## src/rtl/gf233_mul_arbiter.sv

```systemverilog
// Round-robin front end that time-shares one GF(2^233) multiplier between NREQ requesters.
// Operands are held on mul_a/mul_b for MUL_LAT cycles and the product is returned over a valid/ready handshake.
module gf233_mul_arbiter #(
    parameter int NREQ    = 2,
    parameter int W       = 233,
    parameter int MUL_LAT = 2
) (
    input  logic              clk,
    input  logic              rst_n,
    input  logic [NREQ-1:0]   req_valid,
    output logic [NREQ-1:0]   req_ready,
    input  logic [NREQ*W-1:0] req_a,
    input  logic [NREQ*W-1:0] req_b,
    output logic [NREQ-1:0]   rsp_valid,
    input  logic [NREQ-1:0]   rsp_ready,
    output logic [W-1:0]      rsp_data,
    output logic              mul_start,
    output logic [W-1:0]      mul_a,
    output logic [W-1:0]      mul_b,
    input  logic [W-1:0]      mul_r,
    output logic              busy
);

    localparam int GW = (NREQ > 1) ? $clog2(NREQ) : 1;
    localparam int CW = $clog2(MUL_LAT + 1);

    typedef enum logic [1:0] {S_IDLE, S_BUSY, S_RESP} state_t;

    state_t          state_q, state_d;
    logic [GW-1:0]   last_grant_q, last_grant_d;
    logic [CW-1:0]   cnt_q, cnt_d;
    logic [W-1:0]    mul_a_q, mul_a_d;
    logic [W-1:0]    mul_b_q, mul_b_d;
    logic [W-1:0]    rsp_data_q, rsp_data_d;
    logic            mul_start_q, mul_start_d;

    logic [W-1:0]    a_arr [NREQ];
    logic [W-1:0]    b_arr [NREQ];
    logic            grant_found;
    logic [GW-1:0]   grant_idx;
    logic [GW:0]     cand_full;
    logic [GW-1:0]   cand;

    for (genvar gi = 0; gi < NREQ; gi++) begin : g_lanes
        assign a_arr[gi]     = req_a[gi*W +: W];
        assign b_arr[gi]     = req_b[gi*W +: W];
        assign req_ready[gi] = rst_n && (state_q == S_IDLE) && grant_found && (grant_idx == GW'(gi));
        assign rsp_valid[gi] = (state_q == S_RESP) && (last_grant_q == GW'(gi));
    end

    // Scan from farthest to nearest so the requester closest after last_grant wins.
    always_comb begin
        grant_found = 1'b0;
        grant_idx   = '0;
        cand_full   = '0;
        cand        = '0;
        for (int k = NREQ; k >= 1; k--) begin
            cand_full = {1'b0, last_grant_q} + (GW+1)'(k);
            if (cand_full >= (GW+1)'(NREQ)) begin
                cand_full = cand_full - (GW+1)'(NREQ);
            end
            cand = cand_full[GW-1:0];
            if (req_valid[cand]) begin
                grant_found = 1'b1;
                grant_idx   = cand;
            end
        end
    end

    always_comb begin
        state_d      = state_q;
        last_grant_d = last_grant_q;
        cnt_d        = cnt_q;
        mul_a_d      = mul_a_q;
        mul_b_d      = mul_b_q;
        rsp_data_d   = rsp_data_q;
        mul_start_d  = 1'b0;
        case (state_q)
            S_IDLE: begin
                if (grant_found) begin
                    mul_a_d      = a_arr[grant_idx];
                    mul_b_d      = b_arr[grant_idx];
                    last_grant_d = grant_idx;
                    cnt_d        = CW'(MUL_LAT);
                    mul_start_d  = 1'b1;
                    state_d      = S_BUSY;
                end
            end
            S_BUSY: begin
                cnt_d = cnt_q - CW'(1);
                if (cnt_q == CW'(1)) begin
                    rsp_data_d = mul_r;
                    state_d    = S_RESP;
                end
            end
            S_RESP: begin
                if (rsp_ready[last_grant_q]) begin
                    state_d = S_IDLE;
                end
            end
            default: state_d = S_IDLE;
        endcase
    end

    always_ff @(posedge clk) begin
        if (!rst_n) begin
            state_q      <= S_IDLE;
            last_grant_q <= GW'(NREQ - 1);
            cnt_q        <= '0;
            mul_a_q      <= '0;
            mul_b_q      <= '0;
            rsp_data_q   <= '0;
            mul_start_q  <= 1'b0;
        end else begin
            state_q      <= state_d;
            last_grant_q <= last_grant_d;
            cnt_q        <= cnt_d;
            mul_a_q      <= mul_a_d;
            mul_b_q      <= mul_b_d;
            rsp_data_q   <= rsp_data_d;
            mul_start_q  <= mul_start_d;
        end
    end

    assign mul_a     = mul_a_q;
    assign mul_b     = mul_b_q;
    assign rsp_data  = rsp_data_q;
    assign mul_start = mul_start_q;
    assign busy      = (state_q != S_IDLE);

endmodule

```

## config.mk

```make
export PLATFORM = sky130hd
export DESIGN_NAME = gf233_mul_arbiter
export DESIGN_NICKNAME = d
export VERILOG_FILES = /design/src/rtl/gf233_mul_arbiter.sv
export SDC_FILE = /design/constraint.sdc
export NUM_CORES = 2
export LEC_CHECK = 0
export ABC_AREA = 1
export CORE_AREA = 2 2 736 738
export CTS_CLUSTER_SIZE = 12
export DETAILED_ROUTE_END_ITERATION = 16
export DIE_AREA = 0 0 738 740
export GPL_TIMING_DRIVEN = 1
export PLACE_DENSITY_LB_ADDON = 0.2
export SLEW_MARGIN = 0
export SYNTH_ARGS = -nofsm -noshare
export SYNTH_HDL_FRONTEND = slang
export SYNTH_SLANG_ARGS = --single-unit
```

## constraint.sdc

```tcl
create_clock -name clk -period 2 [get_ports clk]
set_input_delay 0.3 -clock clk [delete_from_list [all_inputs] [get_ports clk]]
set_output_delay 0.3 -clock clk [all_outputs]
set_load 0.1 [all_outputs]
```

Word level (Yosys, flattened, before mapping)
Index checks and enable logic that the tools add are counted.
{ "op_classes": {"add_sub_neg": 5, "order_cmp": 6, "eq_ne": 6, "muxes": 25, "bitwise_logic": 3, "reduce_logical": 14} }
{ "op_table": {"columns": ["op", "count"], "rows": [
  ["two-way mux 233 bit", 6],
  ["two-way mux 1 bit", 13],
  ["two-way mux 2 bit", 4],
  ["AND reduction 2 bit", 4],
  [">= comparator 2 bit (second input constant)", 3],
  ["logical AND 1 bit", 6],
  ["< comparator 1 x 2 -> 1 bit (second input constant)", 3],
  ["case mux 2 bit (3 select lines)", 1],
  ["equality test 2 x 1 -> 1 bit (second input constant)", 2],
  ["inequality test 2 bit (second input constant)", 2],
  ["case mux 2 bit (2 select lines)", 1],
  ["nonzero test 2 bit", 2],
  ["AND reduction 3 bit", 1],
  ["adder 1 x 1 -> 2 bit (second input constant)", 1],
  ["adder 1 x 2 -> 2 bit (second input constant)", 1],
  ["equality test 2 bit (second input constant)", 1],
  ["zero test 2 bit", 1],
  ["inequality test 2 x 1 -> 1 bit (second input constant)", 1],
  ["NOT 1 bit", 2],
  ["NOT 1 -> 2 bit", 1],
  ["subtractor 1 bit (second input constant)", 2],
  ["subtractor 2 x 1 -> 2 bit (second input constant)", 1]
]} }
{ "word_totals": {"reg_bits": 705, "out_inout_bits": 705, "word_cells": 66} }

Logic depth before layout (Yosys ltp)
{ "logic_depth": {"word_depth": 11, "mapped_depth": 10, "depth_no_buf": 7} }

Worst setup path after synthesis
No wires, ideal clock.
{ "synth_timing": {"kind": "register to output", "from": "register last_grant_q", "to": "output req_ready[0]", "t_arrival_ps": 2956, "path_slack_ps": -1256, "stages_incl_launch_ff": 6, "n_path_buf": 1, "cell_sequence": "dfxtp_1 nand2_1 nand2_1 buf_2 inv_1 nor3_1"} }
{ "synth_between": {"elab_chain_cells": 9, "word_cells_on_any_way": 19} }
{ "synth_lines": {"columns": ["item", "line", "text"], "rows": [
  ["start, declared", "30", "logic [GW-1:0] last_grant_q, last_grant_d;"],
  ["start signal, assigned", "108", "last_grant_q <= GW'(NREQ - 1);"],
  ["start signal, assigned", "116", "last_grant_q <= last_grant_d;"],
  ["adder 1 x 2 -> 2 bit", "58", "cand_full = {1'b0, last_grant_q} + (GW+1)'(k);"],
  [">= comparator 2 bit / subtractor 1 bit (equally long branches)", "59, 60", null],
  ["two-way mux 1 bit", "59", "if (cand_full >= (GW+1)'(NREQ)) begin"],
  ["two-way mux 1 bit (not written as such) (2 in series)", "63", "if (req_valid[cand]) begin"],
  ["two-way mux 1 bit (2 in series)", "63", null],
  ["logical AND 1 bit / NOT 1 bit (equally long branches)", "47", "assign req_ready[gi] = rst_n && (state_q == S_IDLE) && grant_found && (grant_idx == GW'(gi));"],
  ["logical AND 1 bit *", "47", null],
  ["end, declared", "11", "output logic [NREQ-1:0] req_ready,"]
]} }
Every way passes the cells marked *; elsewhere a longest branch is shown, timed or not. The select of a mux whose other input is x is not followed.

Worst setup path after layout
{ "layout_timing": {"from": "register state_q[1]", "to": "output req_ready[0]"} }
{ "layout_between": {"elab_chain_cells": 4} }
{ "layout_lines": {"columns": ["item", "line", "text"], "rows": [
  ["start, declared", "29", "state_t state_q, state_d;"],
  ["start signal, assigned", "115", "state_q <= state_d;"],
  ["zero test 2 bit", "47", null],
  ["logical AND 1 bit (3 in series)", "47", null]
]} }
No other way between the ends.

==> results.md <==
- Of the cells placed in the final design, the portion with a size suffix greater than 1 is 0.174.
- At the worst endpoint, the arrival time is 2.01 ns.
- The via count of the first global-routing pass is 40900.
- The smallest hold slack is 0.0944 ns.
- The synthesized design contains 0 enable-type register cells.
- Leaving out fill and tap cells, the most frequent cell in the layout is sky130_fd_sc_hd__nand2_1.
- The shortest period the worst path allows is 2.31 ns.
- The effective utilization at floorplan is 0.0590.
- For this run, the total global-route usage over all layers was measured as 0.142.
- Dividing the synthesized area by the synthesized cell count gives 6.86 um^2.
- Of the synthesized area, sequential elements account for 0.444.
- The max-slew violation total from the final report is 0.
- The HPWL after detailed placement is 355000 um.
- At the end of routability-driven placement, the weighted congestion stood at 0.891.
- The internal reg-to-reg setup slack is 0.11 ns.
- After clock tree synthesis, the clock-pin slew on the worst setup and hold paths is 0.06 ns.
- In this run, synthesis produced a sequential element count of 705.
- The number of endpoints failing setup at the final stage is 5.
- For the pin with the worst max-slew slack, the measured transition is 0.637 ns.
- The number of clock buffers inserted by TritonCTS is 111.
- During I/O placement, the number of pins put on the boundary was 1876.
- Counting every sink on the clock net gives 705.
- The worst-case clock buffer depth is 4.
- The net count of the mapped netlist is 5804.
- Wires add up to 406000 um.
- For this run, asynchronously set or reset flops after synthesis account for 0.
- The clock latency reported for the late side of the worst-skew pair is 0.92 ns.
- The post-layout net count is 8094.
- Yosys attributes the largest share of cell area to sky130_fd_sc_hd__dfxtp_1, sky130_fd_sc_hd__nand2_1, sky130_fd_sc_hd__nand3b_1, sky130_fd_sc_hd__nand3_1, sky130_fd_sc_hd__nor2_1.
- The post-synthesis instance total is 4632.
- The worst slew margin relative to its limit is 0.574.
- The number of synthesis warnings is 0.
- Max-cap violations in this run came to 0.
- The nature of the critical path startpoint is a register.
- The wire length per cell after detailed routing is 28.4 um.
- The power per unit of standard cell area is 880 mW/mm^2.
- Setup repair after global routing could not meet its margin everywhere.
- The first detailed-routing pass took 5 iterations.
- In the layout the commonest cells are sky130_fd_sc_hd__nand2_1, sky130_fd_sc_hd__clkdlybuf4s50_1, sky130_fd_sc_hd__dfxtp_1.
- The flow ran to the end, but the final reports show violations.
- By startpoint and endpoint, the worst setup path is classified as register to output pin.
- Across all setup checks in the final design, the least slack found is -0.312 ns.
- The achievable frequency is 433 MHz.
- The tree is rooted in a sky130_fd_sc_hd__clkbuf_16.
- In the finished design, the share of the clock period the worst path needs comes to 1.16.
- The post-detailed-route DRC marker count is 0.
- Detailed routing inserted a total of 41200 vias.
- The antenna violation net count after detailed routing is 0.
- Counting tap cells, the placed design contains a total of 13600 instances.
- The area growth from synthesis to layout is 122%.
- The count of H-tree levels built during CTS is 3.
- The number of antenna violations at the first check in global routing was 322.
- TritonCTS built the clock tree.
- The path type of the worst min-delay path is input port to register.
- The die width is 738 um.
- The biggest area contributor in the post-synthesis netlist is sky130_fd_sc_hd__dfxtp_1.
- At the end of the flow the core is filled with cells to 0.131.
- The chip height is 740 um.
- Summed over all layers, the global routing overflow is 0.
- The maximum fanout along the worst path is 3.
- The type of element capturing the critical path is an output pin.
- The final hold violation count is 0.
- The floorplan step defined a die boundary enclosing 0.546 mm^2.
- The post-synthesis instance area is 0.0318 mm^2.
- The required time of the critical path is 1.70 ns.
- The detailed router finished its first iteration with 2559 violations.
- In the routed layout, each cell is associated on average with a via count of 2.88.
- Overall power consumption after layout is estimated at 62.2 mW.
- The post-layout instance count excluding filler cells is 14300.
- The final setup skew is 0.0665 ns.
- During placement, the flow inserted port buffers numbering 1875.
- The count of distinct cell types in the synthesized netlist is 21.
- The maximum number of pins on one net before global-route repair is 89.
- In this run the core area contains 270 standard-cell rows.
- The most used flip-flop cell after synthesis is sky130_fd_sc_hd__dfxtp_1.
- The final reports fail on negative setup slack.
- The analysis attributes to cell leakage a power of 30.3 nW.
- The core region is 0.539 mm^2.
- Of the post-synthesis cell area, the dominant cell type holds 0.444.
- The highest ir drop seen on vdd is 0.819 mV.
- The first global-routing pass estimated 494000 um of wire.
[registers in the layout, indices dropped and copies added, names as in the netlist]
name	cells
rsp_data	233
mul_b	233
mul_start	1
mul_a	233
state_q	2
last_grant_q	1
cnt_q	2
[per-stage QoR]
step | setup WS [ns] | setup TNS [ns] | area [um^2]
2_1_floorplan | -0.113 | -0.267 | 31800
3_3_place_gp | -0.312 | -83.09 | 62000
3_5_place_dp | -0.270 | -80.31 | 62000
4_1_cts | -0.538 | -1.89 | 70200
5_1_grt | -0.500 | -2.73 | 70600
6_report | -0.312 | -0.932 | 70700
[Yosys cell counts, types with 3 or more instances]
cell type / n
sky130_fd_sc_hd__buf_6: 11
sky130_fd_sc_hd__buf_4: 21
sky130_fd_sc_hd__buf_2: 154
sky130_fd_sc_hd__nand3b_1: 441
sky130_fd_sc_hd__nand3_1: 468
sky130_fd_sc_hd__o21ai_0: 235
sky130_fd_sc_hd__nor2_1: 521
sky130_fd_sc_hd__inv_1: 478
sky130_fd_sc_hd__inv_2: 4
sky130_fd_sc_hd__buf_1: 11
sky130_fd_sc_hd__clkbuf_1: 138
sky130_fd_sc_hd__nand2_1: 1435
sky130_fd_sc_hd__dfxtp_1: 705
sky130_fd_sc_hd__a21oi_1: 3
[report_power, final]
part	switching [mW]	total [mW]	internal, mW
combinational	16.8	24.1	7.30
sequential	1.17	16.6	15.5
clock	8.97	21.5	12.6
total	26.9	62.2	35.3
[critical path: stages, from the launching register on]
cell	delay, ns
sky130_fd_sc_hd__dfxtp_4	0.35
sky130_fd_sc_hd__nor2_4	0.14
sky130_fd_sc_hd__nand2_4	0.09
sky130_fd_sc_hd__nor3_4	0.31
sky130_fd_sc_hd__buf_12	0.25
[final timing paths]
| path | startpoint | end | depth (start not counted) |
|---|---|---|---|
| max reg2reg | state_q[1] | mul_a[66] | 10 |
| max | state_q[1] | req_ready[0] | 4 |
| min reg2reg | mul_a[9] | mul_a[9] | 2 |
| min | mul_r[130] | rsp_data[130] | 3 |
[cell type report]
cell class	instances	area, um^2
fillers	62200	468000
repair buffers	2512	27300
multi-input cells	3110	14400
flip-flops and latches	705	14200
well taps	7208	9020
clock buffers	156	3210
inverters	482	1830
clock inverters	45	593
diodes	76	190
[per-layer routing]
metal  track usage  vias up  routed length (um)
met5             0        -                1520
met4        0.0291      230               10500
met3        0.0845      705               54300
met2         0.236     1933              187000
met1         0.154    19200              152000
li1              -    19200                   -
[kinds of logic after synthesis]
logic type / after synthesis / synth area share
and+or+nand+nor: 2869 / 0.410
AOI/OAI and AO/OA: 240 / 0.0382
DFF: 705 / 0.444
buffers and inverters: 817 / 0.108
adders and majority gates: 1 / 0.000394
[repair_timing]
action,CTS,global route
pin swaps,9,8
setup endpoints to repair,140,45
setup buffers,8,6
gates cloned,0,5
hold buffers,365,0
resized for setup,213,20
endpoints found under the hold margin,368,0
Power figures use the tool's default switching activity.
